`src/rtl/uart_cmd_dispatcher.sv`:
```
// uart_cmd_dispatcher: decodes a UART command byte, hands the shared UART TX to one responder until it is done.
// Optional build macro CMD_ECHO_EN: echo each accepted command byte on TX before dispatching it.
module uart_cmd_dispatcher #(
    parameter int unsigned N_CLIENTS      = 4,
    parameter logic [7:0]  CMD_BASE       = 8'h41,
    parameter int unsigned TIMEOUT_CYCLES = 5_000_000
) (
    input  logic                   clk_50mhz,
    input  logic                   reset,
    input  logic [7:0]             rx_data,
    input  logic                   rx_valid,
    output logic [N_CLIENTS-1:0]   client_activate,
    input  logic [N_CLIENTS-1:0]   client_done,
    input  logic [8*N_CLIENTS-1:0] client_tx_data,
    input  logic [N_CLIENTS-1:0]   client_tx_start,
    input  logic                   tx_active,
    output logic [7:0]             tx_data,
    output logic                   tx_start,
    output logic                   busy,
    output logic [3:0]             active_sel,
    output logic                   cmd_error,
    output logic                   timeout
);

    localparam int unsigned CNT_W = (TIMEOUT_CYCLES == 0) ? 1 : $clog2(TIMEOUT_CYCLES + 1);
    localparam logic [CNT_W-1:0] CNT_LAST = CNT_W'(TIMEOUT_CYCLES - 1);

`ifdef CMD_ECHO_EN
    typedef enum logic [2:0] {
        S_IDLE, S_ECHO_SEND, S_ECHO_HOLD, S_ECHO_WAIT, S_ACTIVE, S_RELEASE
    } state_t;
`else
    typedef enum logic [2:0] {
        S_IDLE, S_ACTIVE, S_RELEASE
    } state_t;
`endif

    state_t                 r_state;
    state_t                 w_state_nxt;
    logic [3:0]             r_sel;
    logic [3:0]             w_sel_nxt;
    logic [CNT_W-1:0]       r_cnt;
    logic [CNT_W-1:0]       w_cnt_nxt;
    logic [N_CLIENTS-1:0]   r_activate;
    logic [N_CLIENTS-1:0]   w_act_nxt;
    logic                   r_busy;
    logic                   r_cmd_error;
    logic                   w_cmd_error_nxt;
    logic                   r_timeout;
    logic                   w_timeout_nxt;
    logic [7:0]             w_idx;
    logic                   w_idx_ok;
    logic                   w_sel_done;
    logic                   w_sel_start;
    logic [7:0]             w_sel_data;

`ifdef CMD_ECHO_EN
    logic [7:0]             r_cmd;
`else
    logic                   w_unused_tx_active;
    assign w_unused_tx_active = tx_active;
`endif

    // Command byte to client index; wraps below CMD_BASE so those bytes are rejected too
    assign w_idx    = rx_data - CMD_BASE;
    assign w_idx_ok = (w_idx < 8'(N_CLIENTS));

    // Pick the owning client's responder signals
    always_comb begin
        w_sel_done  = 1'b0;
        w_sel_start = 1'b0;
        w_sel_data  = '0;
        for (int unsigned i = 0; i < N_CLIENTS; i++) begin
            if (r_sel == 4'(i)) begin
                w_sel_done  = client_done[i];
                w_sel_start = client_tx_start[i];
                w_sel_data  = client_tx_data[8*i +: 8];
            end
        end
    end

    // Next-state, TX mux and pulse decode
    always_comb begin
        w_state_nxt     = r_state;
        w_sel_nxt       = r_sel;
        w_cnt_nxt       = r_cnt;
        w_cmd_error_nxt = rx_valid && (r_state != S_IDLE);
        w_timeout_nxt   = 1'b0;
        w_act_nxt       = '0;
        tx_data         = '0;
        tx_start        = 1'b0;

        unique case (r_state)
            S_IDLE: begin
                if (rx_valid) begin
                    if (w_idx_ok) begin
                        w_sel_nxt = w_idx[3:0];
`ifdef CMD_ECHO_EN
                        w_state_nxt = S_ECHO_SEND;
`else
                        w_state_nxt = S_ACTIVE;
`endif
                    end else begin
                        w_cmd_error_nxt = 1'b1;
                    end
                end
            end
`ifdef CMD_ECHO_EN
            S_ECHO_SEND: begin
                tx_data     = r_cmd;
                tx_start    = 1'b1;
                w_state_nxt = S_ECHO_HOLD;
            end
            S_ECHO_HOLD: begin
                tx_data     = r_cmd;
                w_state_nxt = S_ECHO_WAIT;
            end
            S_ECHO_WAIT: begin
                tx_data = r_cmd;
                if (!tx_active) begin
                    w_state_nxt = S_ACTIVE;
                end
            end
`endif
            S_ACTIVE: begin
                tx_data  = w_sel_data;
                tx_start = w_sel_start;
                if (w_sel_done) begin
                    w_state_nxt = S_RELEASE;
                    w_cnt_nxt   = '0;
                end else if ((TIMEOUT_CYCLES != 0) && (r_cnt == CNT_LAST)) begin
                    w_state_nxt   = S_RELEASE;
                    w_timeout_nxt = 1'b1;
                    w_cnt_nxt     = '0;
                end else if (TIMEOUT_CYCLES != 0) begin
                    w_cnt_nxt = r_cnt + CNT_W'(1);
                end
            end
            S_RELEASE: begin
                w_cnt_nxt = '0;
                if (!w_sel_done) begin
                    w_state_nxt = S_IDLE;
                end
            end
            default: begin
                w_state_nxt = S_IDLE;
                w_cnt_nxt   = '0;
            end
        endcase

        if (w_state_nxt == S_ACTIVE) begin
            for (int unsigned i = 0; i < N_CLIENTS; i++) begin
                w_act_nxt[i] = (w_sel_nxt == 4'(i));
            end
        end
    end

    always_ff @(posedge clk_50mhz or negedge reset) begin
        if (!reset) begin
            r_state     <= S_IDLE;
            r_sel       <= '0;
            r_cnt       <= '0;
            r_activate  <= '0;
            r_busy      <= 1'b0;
            r_cmd_error <= 1'b0;
            r_timeout   <= 1'b0;
        end else begin
            r_state     <= w_state_nxt;
            r_sel       <= w_sel_nxt;
            r_cnt       <= w_cnt_nxt;
            r_activate  <= w_act_nxt;
            r_busy      <= (w_state_nxt != S_IDLE);
            r_cmd_error <= w_cmd_error_nxt;
            r_timeout   <= w_timeout_nxt;
        end
    end

`ifdef CMD_ECHO_EN
    // Latch the command byte for the echo
    always_ff @(posedge clk_50mhz or negedge reset) begin
        if (!reset) begin
            r_cmd <= '0;
        end else if ((r_state == S_IDLE) && rx_valid) begin
            r_cmd <= rx_data;
        end
    end
`endif

    assign client_activate = r_activate;
    assign busy            = r_busy;
    assign active_sel      = r_sel;
    assign cmd_error       = r_cmd_error;
    assign timeout         = r_timeout;

endmodule

```
`config.mk`:
```
export PLATFORM = sky130hd
export DESIGN_NAME = uart_cmd_dispatcher
export DESIGN_NICKNAME = d
export VERILOG_FILES = /design/src/rtl/uart_cmd_dispatcher.sv
export SDC_FILE = /design/constraint.sdc
export NUM_CORES = 1
export LEC_CHECK = 0
export ABC_CLOCK_PERIOD_IN_PS = 2420
export BUFFER_PORTS_ARGS = -buffer_cell sky130_fd_sc_hd__buf_2
export CORE_ASPECT_RATIO = 0.8
export CORE_MARGIN = 2
export CORE_UTILIZATION = 53
export CTS_BUF_LIST = sky130_fd_sc_hd__clkbuf_8
export CTS_CLUSTER_SIZE = 8
export DETAILED_ROUTE_END_ITERATION = 16
export GPL_ROUTABILITY_DRIVEN = 0
export PLACE_DENSITY_LB_ADDON = 0.15
export RECOVER_POWER = 50
export SYNTH_ARGS = -nofsm -noshare
export SYNTH_HDL_FRONTEND = slang
export SYNTH_SLANG_ARGS = --single-unit
```
`constraint.sdc`:
```
create_clock -name clk_50mhz -period 2.42 [get_ports clk_50mhz]
set_clock_uncertainty 0.1 [all_clocks]
set_input_delay 0.242 -clock clk_50mhz [delete_from_list [all_inputs] [get_ports clk_50mhz]]
set_output_delay 0.242 -clock clk_50mhz [all_outputs]
set_load 0.01 [all_outputs]
```
==> results.md, run 1 <==
- Placed cell count: 378
- Post-Route WL: 5.964 mm
- Switch share: 0.2299
- VDD IR max: 0.3580 mV
- Post-route setup TNS: 0 ns
- # rows: 21
- Clk pwr share: 0.396
- Fillers: 341
- Critical Path Start Type: flip-flop
- CTS buffer count: 5
- Synthesized area: 2332 um^2
- Syn_area_per_cell: 9.637 um^2
- Worst R2R End: r_cnt[17]$_DFFE_PN0P_
- Most frequent cells in the layout: buf_2, dfrtp_1, nand2_1, buf_4, nand3_1
- Hold Vio Cnt, Final: 0
- Post-route ant nets: 0
- Leakage Power: 0.001377 uW
- Ports: 72
- First-pass GRT wire length: 10.14 mm
- Area growth, synth to finish: 27.63%
- RSZ-0062 raised after global routing: no
- Dominant cell type by area after synthesis: dfrtp_1
- Chip Width: 78.17 um
- Syn Nets: 296
- Drt via density: 5.863
- Largest net degree at the start of global routing: 38
- Top cells by area, synth: dfrtp_1, mux4_2, nand2_1
- DRC viols: 0
- Crit path kind: reg -> reg
- Die area: 4950 um^2
- CTS H-tree depth: 2
- Final Non-Filler Cells: 387
- Achievable frequency: 0.4312 GHz
- Hold Path Depth: 2
- Setup Viol. Count Final: 0
- Total design power: 1332 uW
- Clk sink count: 37
- Die Ht: 63.33 um
- Run status: complete, no violations
- Flop pwr share: 0.476
- Worst hold start: rx_valid
- Hold Path Class: in -> reg
- CP delay by family, top: simple AND/OR/NAND/NOR gates
- Data required, critical path: 2.55 ns
- Final period util: 0.9582
- N_diodes: 0
- Main synth FF type: dfrtp_1
- Post-synth EDFFs: 0
- Starting density of the core: 0.5548
- Hold Slack: 0.1108 ns
- Avg WL per Cell: 15.41 um
- Gate power share: 0.129
- Ys Warns: 0
- Via count of the first global-routing pass: 2250
- # port buffers: 70
- CP cell instances: mux4_2, a21oi_1, o21ai_2, buf_4, or4_2, nand3_1
- Min Tclk post-route: 2.319 ns
- Sequential cell area fraction in the yosys report: 0.3970
- Placeable Area: 4204 um^2
- Cells after synthesis: 242
- Fin area: 2977 um^2
- Synth Register Bits: 37
- Worst-Skew Late Latency: 0.29 ns
- Slowest cell on the critical path: or4_2
- Area of the multi-input gates: 1315 um^2
- Max incr delay on CP: 0.65 ns
- Pwr/cell area: 447.3 nW/um^2
- Setup crit end kind: flip-flop
- Register area: 925.9 um^2
- Drt pass-1 iters: 4
- Gr ovfl total: 0
- Hold EP: cmd_error$_DFF_PN0_
- Crit path buf inv count: 1
- Cells on worst reg2reg path: 6
- Post-DP HPWL: 4.500 mm
- Vias: 2269
- Slew @ Worst Pin: 0.9086 ns
- Switching pwr: 306.1 uW
- Root Buffer: clkbuf_8
- Worst EP arrival: 2.45 ns
- Reg-to-Reg Start: active_sel[0]$_DFF_PN0_
- Initial antenna violation count: 0
- Reg2reg setup slack: 0.10 ns
- Commonest non-fill, non-tap cell in the layout: buf_2
- Final nets: 383
- Slew Limit Fails: 0
- Post-synthesis async set-or-reset flop share: 1.000
- CTS tree: built
- Distinct cell type count of the synthesized netlist: 52
- Layout cells sized above 1: 0.3545
- Initial DRC Count: 152
- Clk slew on worst S/H paths: 0.07 ns
- Max Fanout on Critical Path: 8
- Gr usage total: 0.2580
- Max-Cap Viols: 0
- Cell-internal power: 1025 uW
- CTS Buffer Depth: 2
- Placed cell areas: 2864 um^2
- Top-area cell type share of the netlist area: 0.3970
- Max_slew headroom: 0.3942
-- stage by stage --
stage	util	setup slack [ns]
after floorplan	-	0.1905
after global placement	0.6813	0.1647
after detailed placement	0.6813	0.1462
after CTS	0.7101	0.1226
after global routing	0.7080	0.05081
final	0.7080	0.1010
-- power by group through the flow --
stage	sequential [uW]	clock, uW	combinational, uW
2_1_floorplan	648	0	89.6
3_5_place_dp	645	0	173
6_report	633	527	171
3_3_place_gp	644	0	169
5_1_grt	634	568	190
4_1_cts	633	540	175
-- worst max-delay path by stage --
stage                            startpoint                    end  slack, ns  cells after the start
CTS                 active_sel[0]$_DFF_PN0_  r_cnt[17]$_DFFE_PN0P_       0.12                      6
floorplan              r_cnt[7]$_DFFE_PN0P_   r_cnt[9]$_DFFE_PN0P_       0.19                      7
global placement    active_sel[0]$_DFF_PN0_  r_cnt[19]$_DFFE_PN0P_       0.16                      6
global route        active_sel[0]$_DFF_PN0_  r_cnt[17]$_DFFE_PN0P_       0.05                      6
finish              active_sel[0]$_DFF_PN0_  r_cnt[17]$_DFFE_PN0P_       0.10                      6
detailed placement  active_sel[0]$_DFF_PN0_  r_cnt[19]$_DFFE_PN0P_       0.15                      6
-- repair_timing --
action                                  4_1_cts  5_1_grt
setup buffers                                 0        0
hold buffers                                  1        0
resized for setup                             0        1
hold endpoints to repair                     37        0
endpoints found under the setup margin        0        1
-- state kept, by name (all words and copies together) (netlist names) --
signal / count
r_cnt: 23
active_sel: 4
client_activate: 4
r_state: 3
busy: 1
cmd_error: 1
timeout: 1
-- cell families (layout without fill, tap and decap cells) --
logic type	Yosys count	count (layout)	share of synthesized area
simple gates	114	114	0.2800
compound gates	54	54	0.1550
flops	37	37	0.3970
buf+inv	20	108	0.04345
mux	11	11	0.1009
xor+xnor	3	3	0.01127
fa+ha+maj	2	2	0.01073
other cells	1	1	0.001608
-- layout make-up --
cell class | count | share of cell area
clock inverters | 3 | 0.01429
inverters | 6 | 0.007566
flip-flops and latches | 37 | 0.3111
clock buffers | 5 | 0.02312
multi-input cells | 185 | 0.4418
well taps | 57 | 0.02396
repair buffers | 94 | 0.1782
-- metal layers --
layer  routed length (um)  up-vias  global-route usage
met3                  367        8             0.05014
met2                 2791       81              0.4192
met1                 2745     1087              0.3553
li1                     -     1093                   -
met5                    0        -                   0
met4                   59        0             0.07237
-- Yosys cell counts, types with 2 or more instances --
cell type  count
a21boi_1       2
a21o_1         5
a21oi_1        9
a22o_1         2
a31oi_1       12
a41oi_1        2
and2_1         7
and3_1         9
buf_2          3
buf_6          3
clkbuf_1       7
dfrtp_1       37
ha_1           2
inv_1          6
mux4_2        10
nand2_1       25
nand2b_1       5
nand3_1       14
nand3b_1       2
nand4_1        9
nor2_1        11
nor2b_1        2
nor3_1         7
nor4_1         3
nor4b_1        2
o211ai_1       4
o21ai_0        9
o31a_2         2
or3_1          2
or4_1          3
or4_2          3
or4_4          2
xor2_1         2
(Power assumes the default switching activity.)
==> inputs of run 2 (changes only) <==
Settings changed: BUFFER_PORTS_ARGS -buffer_cell sky130_fd_sc_hd__buf_2 to -buffer_cell sky130_fd_sc_hd__clkbuf_2, CORE_ASPECT_RATIO 0.8 to 1.25, PLACE_DENSITY set to 0.89, PLACE_DENSITY_LB_ADDON 0.15 to unset.
==> run 2 against run 1 <==
Compared with the run above: combinational power increased by 6%; critical endpoint is now r_cnt[10]$_DFFE_PN0P_; design area increased by 3.8%; global-route usage increased by 4.8 points; clock power increased by 22%; wire length increased by 22%; worst hold slack got worse by 0.0031 ns.
==> results.md, run 2 (same netlist as run 1, synthesis figures left out) <==
- Run status: complete, no violations
- # port buffers: 70 (unchanged)
- CTS tree: built
- Critical Path Start Type: flip-flop
- Data required, critical path: 2.50 ns (-0.05 ns)
- Gr usage total: 0.3057 (+0.04767)
- Worst R2R End: r_cnt[10]$_DFFE_PN0P_
- Placed cell count: 386 (+2.1%)
- Max_slew headroom: 0.3829 (-0.01132)
- Avg WL per Cell: 18.39 um (+19%)
- Starting density of the core: 0.5394 (-0.01541)
- Setup crit end kind: flip-flop
- Max Fanout on Critical Path: 13 (+5)
- Die Ht: 78.17 um (+23%)
- Leakage Power: 0.001442 uW (+4.7%)
- Worst-Skew Late Latency: 0.30 ns (about the same)
- Worst EP arrival: 2.46 ns (about the same)
- Fillers: 295 (-13%)
- Reg2reg setup slack: 0.04 ns (-0.06 ns)
- CTS buffer count: 5 (unchanged)
- Cells on worst reg2reg path: 5 (-1)
- RSZ-0062 raised after global routing: yes
- Min Tclk post-route: 2.380 ns (+0.06118 ns)
- Clk sink count: 37 (unchanged)
- Die area: 4950 um^2 (unchanged)
- Largest net degree at the start of global routing: 38 (unchanged)
- Max reg flops: 23 (unchanged)
- Initial DRC Count: 252 (+66%)
- Max incr delay on CP: 0.59 ns (-0.06 ns)
- Hold EP: cmd_error$_DFF_PN0_
- Post-route ant nets: 0 (unchanged)
- Ports: 72 (unchanged)
- Hold Path Depth: 2 (unchanged)
- CP cell instances: or4_1, nor4_2, a21boi_2, a31oi_1, o31ai_1
- Crit path kind: reg -> reg
- Final nets: 391 (+2.1%)
- Slowest cell on the critical path: or4_1
- Placeable Area: 4324 um^2 (+2.9%)
- N_diodes: 0 (unchanged)
- Post-layout util: 0.7147 (+0.006663)
- Setup Viol. Count Final: 0 (unchanged)
- Commonest non-fill, non-tap cell in the layout: clkbuf_2
- DRC viols: 0 (unchanged)
- Chip Width: 63.33 um (-19%)
- Most flops, register: r_cnt
- Slew Limit Fails: 0 (unchanged)
- VDD IR max: 0.3660 mV (+2.2%)
- Layout cells sized above 1: 0.3817 (+0.02711)
- Final period util: 0.9835 (+0.02528)
- Achievable frequency: 0.4201 GHz (-2.6%)
- Worst hold start: rx_valid
- Max-Cap Viols: 0 (unchanged)
- Post-Route WL: 7.283 mm (+22%)
- Hold Path Class: in -> reg
- Via count of the first global-routing pass: 2528 (+12%)
- Slew @ Worst Pin: 0.9256 ns (+0.01698 ns)
- Drt via density: 6.422 (+9.5%)
- Root Buffer: clkbuf_8
- # rows: 27 (+29%)
- Clk slew on worst S/H paths: 0.08 ns (about the same)
- Area growth, synth to finish: 32.51%
- CTS Buffer Depth: 2 (unchanged)
- Pwr/cell area: 472.6 nW/um^2 (+5.6%)
- CTS H-tree depth: 2 (unchanged)
- Post-DP HPWL: 5.048 mm (+12%)
- Vias: 2543 (+12%)
- Gr ovfl total: 0 (unchanged)
- Drt pass-1 iters: 4 (unchanged)
- Reg-to-Reg Start: r_cnt[6]$_DFFE_PN0P_
- Postcts setup bufs: 0 (unchanged)
- First-pass GRT wire length: 11.80 mm (+16%)
- Hold Vio Cnt, Final: 0 (unchanged)
- Final Non-Filler Cells: 396 (+2.3%)
- Initial antenna violation count: 0 (unchanged)
- Most frequent cells in the layout: clkbuf_2, dfrtp_1, buf_4, nand2_1, nand3_1
-- run 2: layout make-up --
| type | instances | area [um^2] | area share |
|---|---|---|---|
| multi-input combinational | 186 | 1365 | 0.4417 |
| sequential | 37 | 925.9 | 0.2996 |
| timing repair buffer | 101 | 570.5 | 0.1846 |
| tap | 58 | 72.57 | 0.02348 |
| clock buffer | 5 | 68.82 | 0.02227 |
| clock inverter | 3 | 65.06 | 0.02105 |
| inverter | 6 | 22.52 | 0.007287 |
-- run 2: metal layers --
metal | share of wire | track usage | wire length (um) | vias to the layer above
met5 | 0 | 0 | 0 | -
met4 | 0.062 | 0.1957 | 451 | 0
met3 | 0.097 | 0.07307 | 703 | 45
met2 | 0.52 | 0.5368 | 3765 | 189
met1 | 0.32 | 0.3251 | 2363 | 1194
li1 | - | - | - | 1115
-- run 2: through the flow --
stage	cell area, um^2	setup TNS [ns]	hold WS (ns)	setup WS, ns	total power (uW)
4_1_cts	3078	0	0.1083	0.006271	1460
2_1_floorplan	2332	0	-0.1536	0.1905	737.8
6_report	3090	0	0.1077	0.03986	1460
5_1_grt	3090	-0.007171	0.1184	-0.007171	1502
3_5_place_dp	2905	-2.006	0.3104	-0.2232	822.9
3_3_place_gp	2905	-0.7688	0.3066	-0.1295	815.7
-- run 2: how the worst max path moves through the flow --
| stage | start | endpoint | slack, ns | cells past startpoint |
|---|---|---|---|---|
| 3_3_place_gp | active_sel[0]$_DFF_PN0_ | r_cnt[21]$_DFFE_PN0P_ | -0.13 | 6 |
| 5_1_grt | r_cnt[6]$_DFFE_PN0P_ | r_cnt[10]$_DFFE_PN0P_ | -0.007 | 5 |
| 3_5_place_dp | active_sel[0]$_DFF_PN0_ | r_cnt[21]$_DFFE_PN0P_ | -0.22 | 6 |
| 2_1_floorplan | r_cnt[7]$_DFFE_PN0P_ | r_cnt[9]$_DFFE_PN0P_ | 0.19 | 7 |
| 6_report | r_cnt[6]$_DFFE_PN0P_ | r_cnt[10]$_DFFE_PN0P_ | 0.04 | 5 |
| 4_1_cts | r_cnt[12]$_DFFE_PN0P_ | r_cnt[7]$_DFFE_PN0P_ | 0.006 | 5 |
-- run 2: what timing repair did --
item,4_1_cts,5_1_grt
gates resized for setup,3,4
pin swaps,0,0
endpoints found under the hold margin,21,0
cloned,1,0
hold buffers,1,0
setup endpoints to repair,20,12
-- run 2: critical path, delay by kind of cell (launching register included) --
kind | cells | cell delay, ns
AND/OR/NAND/NOR | 2 | 1.02
flip-flops | 1 | 0.39
AO/OA/AOI/OAI | 3 | 0.74
-- run 2: where the power goes --
part           internal (uW)  switching [uW]
Clock                    409             235
Combinational           94.4            87.9
Sequential               627            6.97
Total                   1130             330
